==> config.mk <==
export PLATFORM = sky130hd
export DESIGN_NAME = pipeline_hazard_controller
export DESIGN_NICKNAME = d
export VERILOG_FILES = /design/src/rtl/pipeline_hazard_controller_pkg.sv /design/src/rtl/pipeline_hazard_controller_reg_scoreboard.sv /design/src/rtl/pipeline_hazard_controller.sv
export SDC_FILE = /design/constraint.sdc
export NUM_CORES = 1
export LEC_CHECK = 0
export CAP_MARGIN = 20
export CORE_MARGIN = 2
export CORE_UTILIZATION = 48
export CTS_CLUSTER_SIZE = 28
export DETAILED_ROUTE_END_ITERATION = 16
export PLACE_DENSITY = 0.89
export SLEW_MARGIN = 10
export SYNTH_ARGS = -nofsm -noshare
export SYNTH_HDL_FRONTEND = slang
export SYNTH_SLANG_ARGS = --single-unit
==> constraint.sdc <==
create_clock -name clk -period 3.3 [get_ports clk]
set_clock_uncertainty 0.05 [all_clocks]
set_input_delay 0.66 -clock clk [delete_from_list [all_inputs] [get_ports clk]]
set_output_delay 0.66 -clock clk [all_outputs]
set_load 0.02 [all_outputs]
==> src/rtl/pipeline_hazard_controller_pkg.sv <==
// Shared encodings and widths for the pipeline hazard controller and its scoreboard.
// Latency: n/a (declarations only).
// Backpressure: n/a.
package hazard_pkg;

    // E-stage operand mux selects
    localparam logic [1:0] FWD_RF = 2'b00;
    localparam logic [1:0] FWD_W  = 2'b01;
    localparam logic [1:0] FWD_M  = 2'b10;

    // Default register address width (32 architectural registers)
    localparam int DEF_REG_AW = 5;

    // Outstanding long-op counter width; holds MAX_PENDING up to 15
    localparam int PCNT_W = 4;

    // Stall watchdog counter width
    localparam int WD_W = 8;

endpackage

==> src/rtl/pipeline_hazard_controller_reg_scoreboard.sv <==
// Register scoreboard: busy bits for long-latency destinations plus outstanding-op count.
// Latency: busy/count update on the clock edge; read ports are combinational with same-cycle retire bypass.
// Backpressure: none internally; the caller stalls issue when the count is at its limit.
module reg_scoreboard
    import hazard_pkg::*;
#(
    parameter int REG_AW      = DEF_REG_AW,
    parameter int MAX_PENDING = 4
) (
    input  logic              clk,
    input  logic              reset,
    input  logic              issue,
    input  logic [REG_AW-1:0] issue_rd,
    input  logic              done,
    input  logic [REG_AW-1:0] done_rd,
    input  logic [REG_AW-1:0] rd_addr_a,
    input  logic [REG_AW-1:0] rd_addr_b,
    input  logic [REG_AW-1:0] rd_addr_c,
    output logic              busy_a,
    output logic              busy_b,
    output logic              busy_c,
    output logic [PCNT_W-1:0] pending_cnt
);

    localparam int NUM_REGS = 2**REG_AW;
    localparam logic [PCNT_W-1:0] MAX_CNT = PCNT_W'(MAX_PENDING);

    logic [NUM_REGS-1:0] busy;
    logic [NUM_REGS-1:0] busy_next;

    // A result retiring this cycle is written first in the regfile, so it no longer blocks a reader.
    function automatic logic busy_eff(input logic [REG_AW-1:0] r);
        return (r != '0) && busy[r] && !(done && (done_rd == r));
    endfunction

    assign busy_a = busy_eff(rd_addr_a);
    assign busy_b = busy_eff(rd_addr_b);
    assign busy_c = busy_eff(rd_addr_c);

    // Next busy vector: clear on retire, then set on issue so a new issue to the same register wins.
    always_comb begin
        busy_next = busy;
        if (done) begin
            busy_next[done_rd] = 1'b0;
        end
        if (issue) begin
            busy_next[issue_rd] = 1'b1;
        end
        busy_next[0] = 1'b0;
    end

    // Busy vector register.
    always_ff @(posedge clk or posedge reset) begin
        if (reset) begin
            busy <= '0;
        end else begin
            busy <= busy_next;
        end
    end

    // Outstanding-op count: saturating at 0 (stray retire) and at the configured limit.
    always_ff @(posedge clk or posedge reset) begin
        if (reset) begin
            pending_cnt <= '0;
        end else if (issue && !done) begin
            if (pending_cnt != MAX_CNT) begin
                pending_cnt <= pending_cnt + 1'b1;
            end
        end else if (done && !issue) begin
            if (pending_cnt != '0) begin
                pending_cnt <= pending_cnt - 1'b1;
            end
        end
    end

endmodule

==> src/rtl/pipeline_hazard_controller.sv <==
// Hazard control for the 5-stage pipeline: M/W forwarding, load-use/scoreboard/structural stalls, branch flush, stall watchdog.
// Latency: stall/flush/forward are combinational from the current stage fields; scoreboard and watchdog update each clock edge.
// Backpressure: StallF/StallD hold fetch and decode while a hazard is open; a taken branch always overrides the stall.
module pipeline_hazard_controller
    import hazard_pkg::*;
#(
    parameter int REG_AW        = DEF_REG_AW,
    parameter int MAX_PENDING   = 4,
    parameter int STALL_TIMEOUT = 255
) (
    input  logic              clk,
    input  logic              reset,
    input  logic [REG_AW-1:0] Rs1_D,
    input  logic [REG_AW-1:0] Rs2_D,
    input  logic [REG_AW-1:0] Rd_D,
    input  logic              RegWriteD,
    input  logic              LongOpD,
    input  logic [REG_AW-1:0] Rs1_E,
    input  logic [REG_AW-1:0] Rs2_E,
    input  logic [REG_AW-1:0] RD_E,
    input  logic              RegWriteE,
    input  logic              MemReadE,
    input  logic              LongIssueE,
    input  logic              BranchTakenE,
    input  logic [REG_AW-1:0] RD_M,
    input  logic [REG_AW-1:0] RD_W,
    input  logic              RegWriteM,
    input  logic              RegWriteW,
    input  logic              LongDoneValid,
    input  logic [REG_AW-1:0] LongDoneRd,
    output logic [1:0]        ForwardAE,
    output logic [1:0]        ForwardBE,
    output logic              StallF,
    output logic              StallD,
    output logic              FlushD,
    output logic              FlushE,
    output logic [3:0]        PendingCnt,
    output logic              Deadlock
);

    localparam logic [PCNT_W-1:0] MAX_CNT = PCNT_W'(MAX_PENDING);
    localparam logic [WD_W-1:0]   WD_LIMIT = WD_W'(STALL_TIMEOUT);

    logic              issue;
    logic              busy_rs1;
    logic              busy_rs2;
    logic              busy_rd;
    logic              lu;
    logic              sb;
    logic              st;
    logic              hz;
    logic [PCNT_W-1:0] pending_cnt;
    logic [WD_W-1:0]   wd_cnt;
    logic [WD_W-1:0]   wd_inc;

    // Only register-writing long ops to a real register occupy a scoreboard slot.
    assign issue = LongIssueE && RegWriteE && (RD_E != '0);

    reg_scoreboard #(
        .REG_AW      (REG_AW),
        .MAX_PENDING (MAX_PENDING)
    ) u_scoreboard (
        .clk         (clk),
        .reset       (reset),
        .issue       (issue),
        .issue_rd    (RD_E),
        .done        (LongDoneValid),
        .done_rd     (LongDoneRd),
        .rd_addr_a   (Rs1_D),
        .rd_addr_b   (Rs2_D),
        .rd_addr_c   (Rd_D),
        .busy_a      (busy_rs1),
        .busy_b      (busy_rs2),
        .busy_c      (busy_rd),
        .pending_cnt (pending_cnt)
    );

    assign PendingCnt = pending_cnt;

    // Hazard sources: load result not ready, scoreboarded operand/destination, long unit full.
    always_comb begin
        lu = MemReadE && (RD_E != '0) && ((RD_E == Rs1_D) || (RD_E == Rs2_D));
        sb = busy_rs1 || busy_rs2 || (RegWriteD && busy_rd);
        st = LongOpD && (pending_cnt == MAX_CNT);
        hz = lu || sb || st;
    end

    // Operand forwarding and pipeline-register controls; everything idles while reset is held.
    always_comb begin
        ForwardAE = FWD_RF;
        ForwardBE = FWD_RF;
        StallF    = 1'b0;
        StallD    = 1'b0;
        FlushD    = 1'b0;
        FlushE    = 1'b0;
        if (!reset) begin
            if (RegWriteM && (RD_M != '0) && (RD_M == Rs1_E)) begin
                ForwardAE = FWD_M;
            end else if (RegWriteW && (RD_W != '0) && (RD_W == Rs1_E)) begin
                ForwardAE = FWD_W;
            end
            if (RegWriteM && (RD_M != '0) && (RD_M == Rs2_E)) begin
                ForwardBE = FWD_M;
            end else if (RegWriteW && (RD_W != '0) && (RD_W == Rs2_E)) begin
                ForwardBE = FWD_W;
            end
            // The redirect must never be held back by a stall on the wrong path.
            FlushD = BranchTakenE;
            FlushE = BranchTakenE || hz;
            StallF = hz && !BranchTakenE;
            StallD = hz && !BranchTakenE;
        end
    end

    assign wd_inc = (wd_cnt == '1) ? wd_cnt : wd_cnt + 1'b1;

    // Watchdog: count consecutive decode stalls; latch Deadlock once the run reaches the limit.
    always_ff @(posedge clk or posedge reset) begin
        if (reset) begin
            wd_cnt   <= '0;
            Deadlock <= 1'b0;
        end else if (StallD) begin
            wd_cnt <= wd_inc;
            if (wd_inc >= WD_LIMIT) begin
                Deadlock <= 1'b1;
            end
        end else begin
            wd_cnt <= '0;
        end
    end

endmodule
==> flow_metrics.tcl <==
set metrics [dict create \
    status "completed" \
    hold_viol_final 0 \
    post-route-drc-count 0 \
    yosysUniqueCellTypes 50 \
    hp-class "reg2reg" \
    core_area_mm2 0.00725 \
    syn_to_final_growth_pct 37.4 \
    gr-total-overflow 0 \
    critical_path.top_delay_family "simple AND/OR/NAND/NOR gates" \
    fin_util_pct 67.9 \
    met2_usage_pct 50.1 \
    cp_slowest_stage_delay_ps 540 \
    ys_seq_elements 44 \
    finalSetupViolations 0 \
    io_buffer_count 68 \
    p_leak_nw 2.01 \
    cts_buffers 5 \
    vias 3778 \
    critPathSlowestCell "or4_1" \
    numClockSinks 44 \
    setup_ws_ps 11.3 \
    synth_edf_count 0 \
    yosys.area.top_type "dfrtp_1" \
    path_cells "clkdlybuf4s50_1 -> or4_1 -> o21ai_0 -> buf_4 -> nor3_1 -> nor4_1 -> buf_2" \
    fp.dieH_um 90.4 \
    num_rows 31 \
    synth_xor_area_share_pct 13.2 \
    final_common_cell "o21ai_0" \
    hpwl_mm 8.86 \
    timing.critical_path.buf_inv 3 \
    htree_levels 2 \
    synth_cells 370 \
    num-fill-cells 526 \
    dp_slack_ps -889 \
    maxCapViolCount 0 \
    worst_pin_slew_ps 603 \
    detail_route.wl_per_cell_um 20.3 \
    slew_headroom_pct 59.8 \
    fp.dieW_um 90.4 \
    firstDrtPassIters 5 \
    ir_drop_uv 250 \
    grt_max_degree 46 \
    layout_common_cells "66 x o21ai_0, 63 x buf_4, 44 x dfrtp_1, 43 x clkdlybuf4s50_1, 32 x xnor2_1" \
    antenna_found_initial 0 \
    drive_gt1_share_pct 27.0 \
    layout_min_cycle_time_ps 3290 \
    tns_ps 0 \
    synth_top_area_share_pct 30.7 \
    synthFlopType "dfrtp_1" \
    syn_avg_cell_area_um2 9.69 \
    first_iter_violations 541 \
    n_antenna_cell 0 \
    start_util_pct 49.4 \
    synth_warnings 0 \
    slew_viol_final 0 \
    startpoint "RD_M[2]" \
    worstHoldStart "Deadlock" \
    routed_wl_mm 12.0 \
    grt_util_all_layers_pct 28.8 \
    fin_nets 551 \
    netlist_area_mm2 0.00358 \
    multi_input_area_mm2 0.00237 \
    syn_nets 430 \
    hold_buffers 0 \
    worstSkewPairLatency_ps 310 \
    grt_pass1_wl_mm 18.7 \
    cts_tree "done" \
    power.density_mw_per_mm2 396 \
    synthArstFlopShare_pct 100 \
    globalplace.congestion 1.08 \
    crit_path_end_kind "output pin" \
    start_kind "input pin" \
    holdWs_ps 415 \
    crit_fanout 4 \
    max_clock_freq_mhz 304 \
    root_buffer "clkbuf_8" \
    busiest_layer "met2" \
    clkTransAtPathRegs_ps 80 \
    rr_startpoint "u_scoreboard.busy[11]" \
    use_met1_pct 33.4 \
    period_share_pct 99.7 \
    synth_fa_ha_area_share_pct 1.61 \
    muxShareOfSynthArea_pct 17.7 \
    via_per_inst 6.39 \
    ys_seq_area_share_pct 30.7 \
    grt_pass1_vias 3796 \
    regArea_mm2 0.00110 \
    num_io_pins 69 \
    synth_top_family_by_area "multiplexers" \
    yosys.area_share.simple_pct 16.3 \
    gr-usage-met3_pct 6.43 \
    critical_path_arrival_ps 2580 \
    dieArea_mm2 0.00818 \
    synth-compound-area-share_pct 15.3 \
    ant_nets 0 \
    path_class "in2out" \
    ctsLongestPathBuffers 2 \
    synth_area_leaders "dfrtp_1 31%, mux4_2 10%, o21ai_0 9.2%, xnor2_1 8.1%, xor2_1 5.1%" \
    cp_data_required_time_ps 2590 \
]
## repair_timing
item | in CTS | in global routing
pin swaps | 9 | 7
gates cloned | 1 | 0
buffers inserted | 1 | 3
resized for setup | 63 | 26
endpoints found under the setup margin | 5 | 5
## worst reg2reg max path: stages (launching register included)
cell	delay (ps)
dfrtp_1	390
buf_4	150
mux2i_1	70
mux4_2	490
mux2i_2	200
nand4b_1	150
o211ai_1	250
o211ai_4	110
buf_4	200
o41ai_2	320
## sequential cells by signal, summed over array words and instances, names as in the netlist
register and flops:
u_scoreboard.busy 31, wd_cnt 8, u_scoreboard.pending_cnt 4, Deadlock 1
## per-layer routing
| layer | vias to the layer above | share of wire [%] | routed length [um] |
|---|---|---|---|
| met5 | - | 0 | 0 |
| met4 | 0 | 5.1 | 616 |
| met3 | 69 | 9.5 | 1140 |
| met2 | 292 | 50 | 5970 |
| met1 | 1802 | 36 | 4300 |
| li1 | 1615 | - | - |
## logic make-up (layout without fill, tap and decap cells)
logic type               count (synthesis)  after routing
AO/OA/AOI/OAI                           94             94
XOR/XNOR                                54             54
adder cells (fa/ha/maj)                  4              4
buffers and inverters                   30            152
flip-flops                              44             44
multiplexers                            35             35
AND/OR/NAND/NOR                        109            109
## per-stage QoR
step	power, mW	area [um2]	std cells
6_report	1.95	4930	591
2_1_floorplan	1.19	3590	370
3_3_place_gp	1.49	4730	578
4_1_cts	1.91	4890	588
3_5_place_dp	1.54	4730	578
5_1_grt	2.04	4930	591
## synth_stat cells, types with 4 or more instances
cell / instances
a21oi_1: 6
or4_1: 4
xnor2_1: 33
mux4_2: 16
or3_1: 4
xor2_1: 21
o21ai_0: 66
a211oi_1: 5
nand3_1: 17
nor2_1: 20
mux2i_1: 11
clkbuf_8: 4
nand2_1: 23
o22ai_1: 4
dfrtp_1: 44
inv_1: 7
clkbuf_1: 9
nor3_1: 7
mux4_1: 5
buf_2: 6
nand3b_1: 5
nor4_1: 6
## power by group
part | internal [mW] | switching, mW | leakage (nW) | total, mW
Sequential | 0.637 | 0.136 | 0.569 | 0.773
Combinational | 0.439 | 0.377 | 1.40 | 0.816
Clock | 0.170 | 0.190 | 0.0445 | 0.360
## cell type report
cell class / instances / area share (%)
Inverter: 7 / 0.610
Timing Repair Buffer: 137 / 24.4
Clock buffer: 7 / 1.75
Tap cell: 99 / 2.51
Clock inverter: 1 / 0.152
Sequential cell: 44 / 22.4
Multi-Input combinational cell: 296 / 48.2
## worst paths after layout
| check | endpoint | slack, ps | depth (start not counted) |
|---|---|---|---|
| min reg2reg | Deadlock | 420 | 2 |
| max | ForwardBE[0] | 10 | 7 |
| min in group asynchronous | u_scoreboard.pending_cnt[0] | 880 | 3 |
| max reg2reg | Deadlock | 830 | 9 |
| min | Deadlock | 420 | 2 |
| max in group asynchronous | u_scoreboard.busy[12] | 1900 | 3 |
Power figures use the tool's default switching activity.
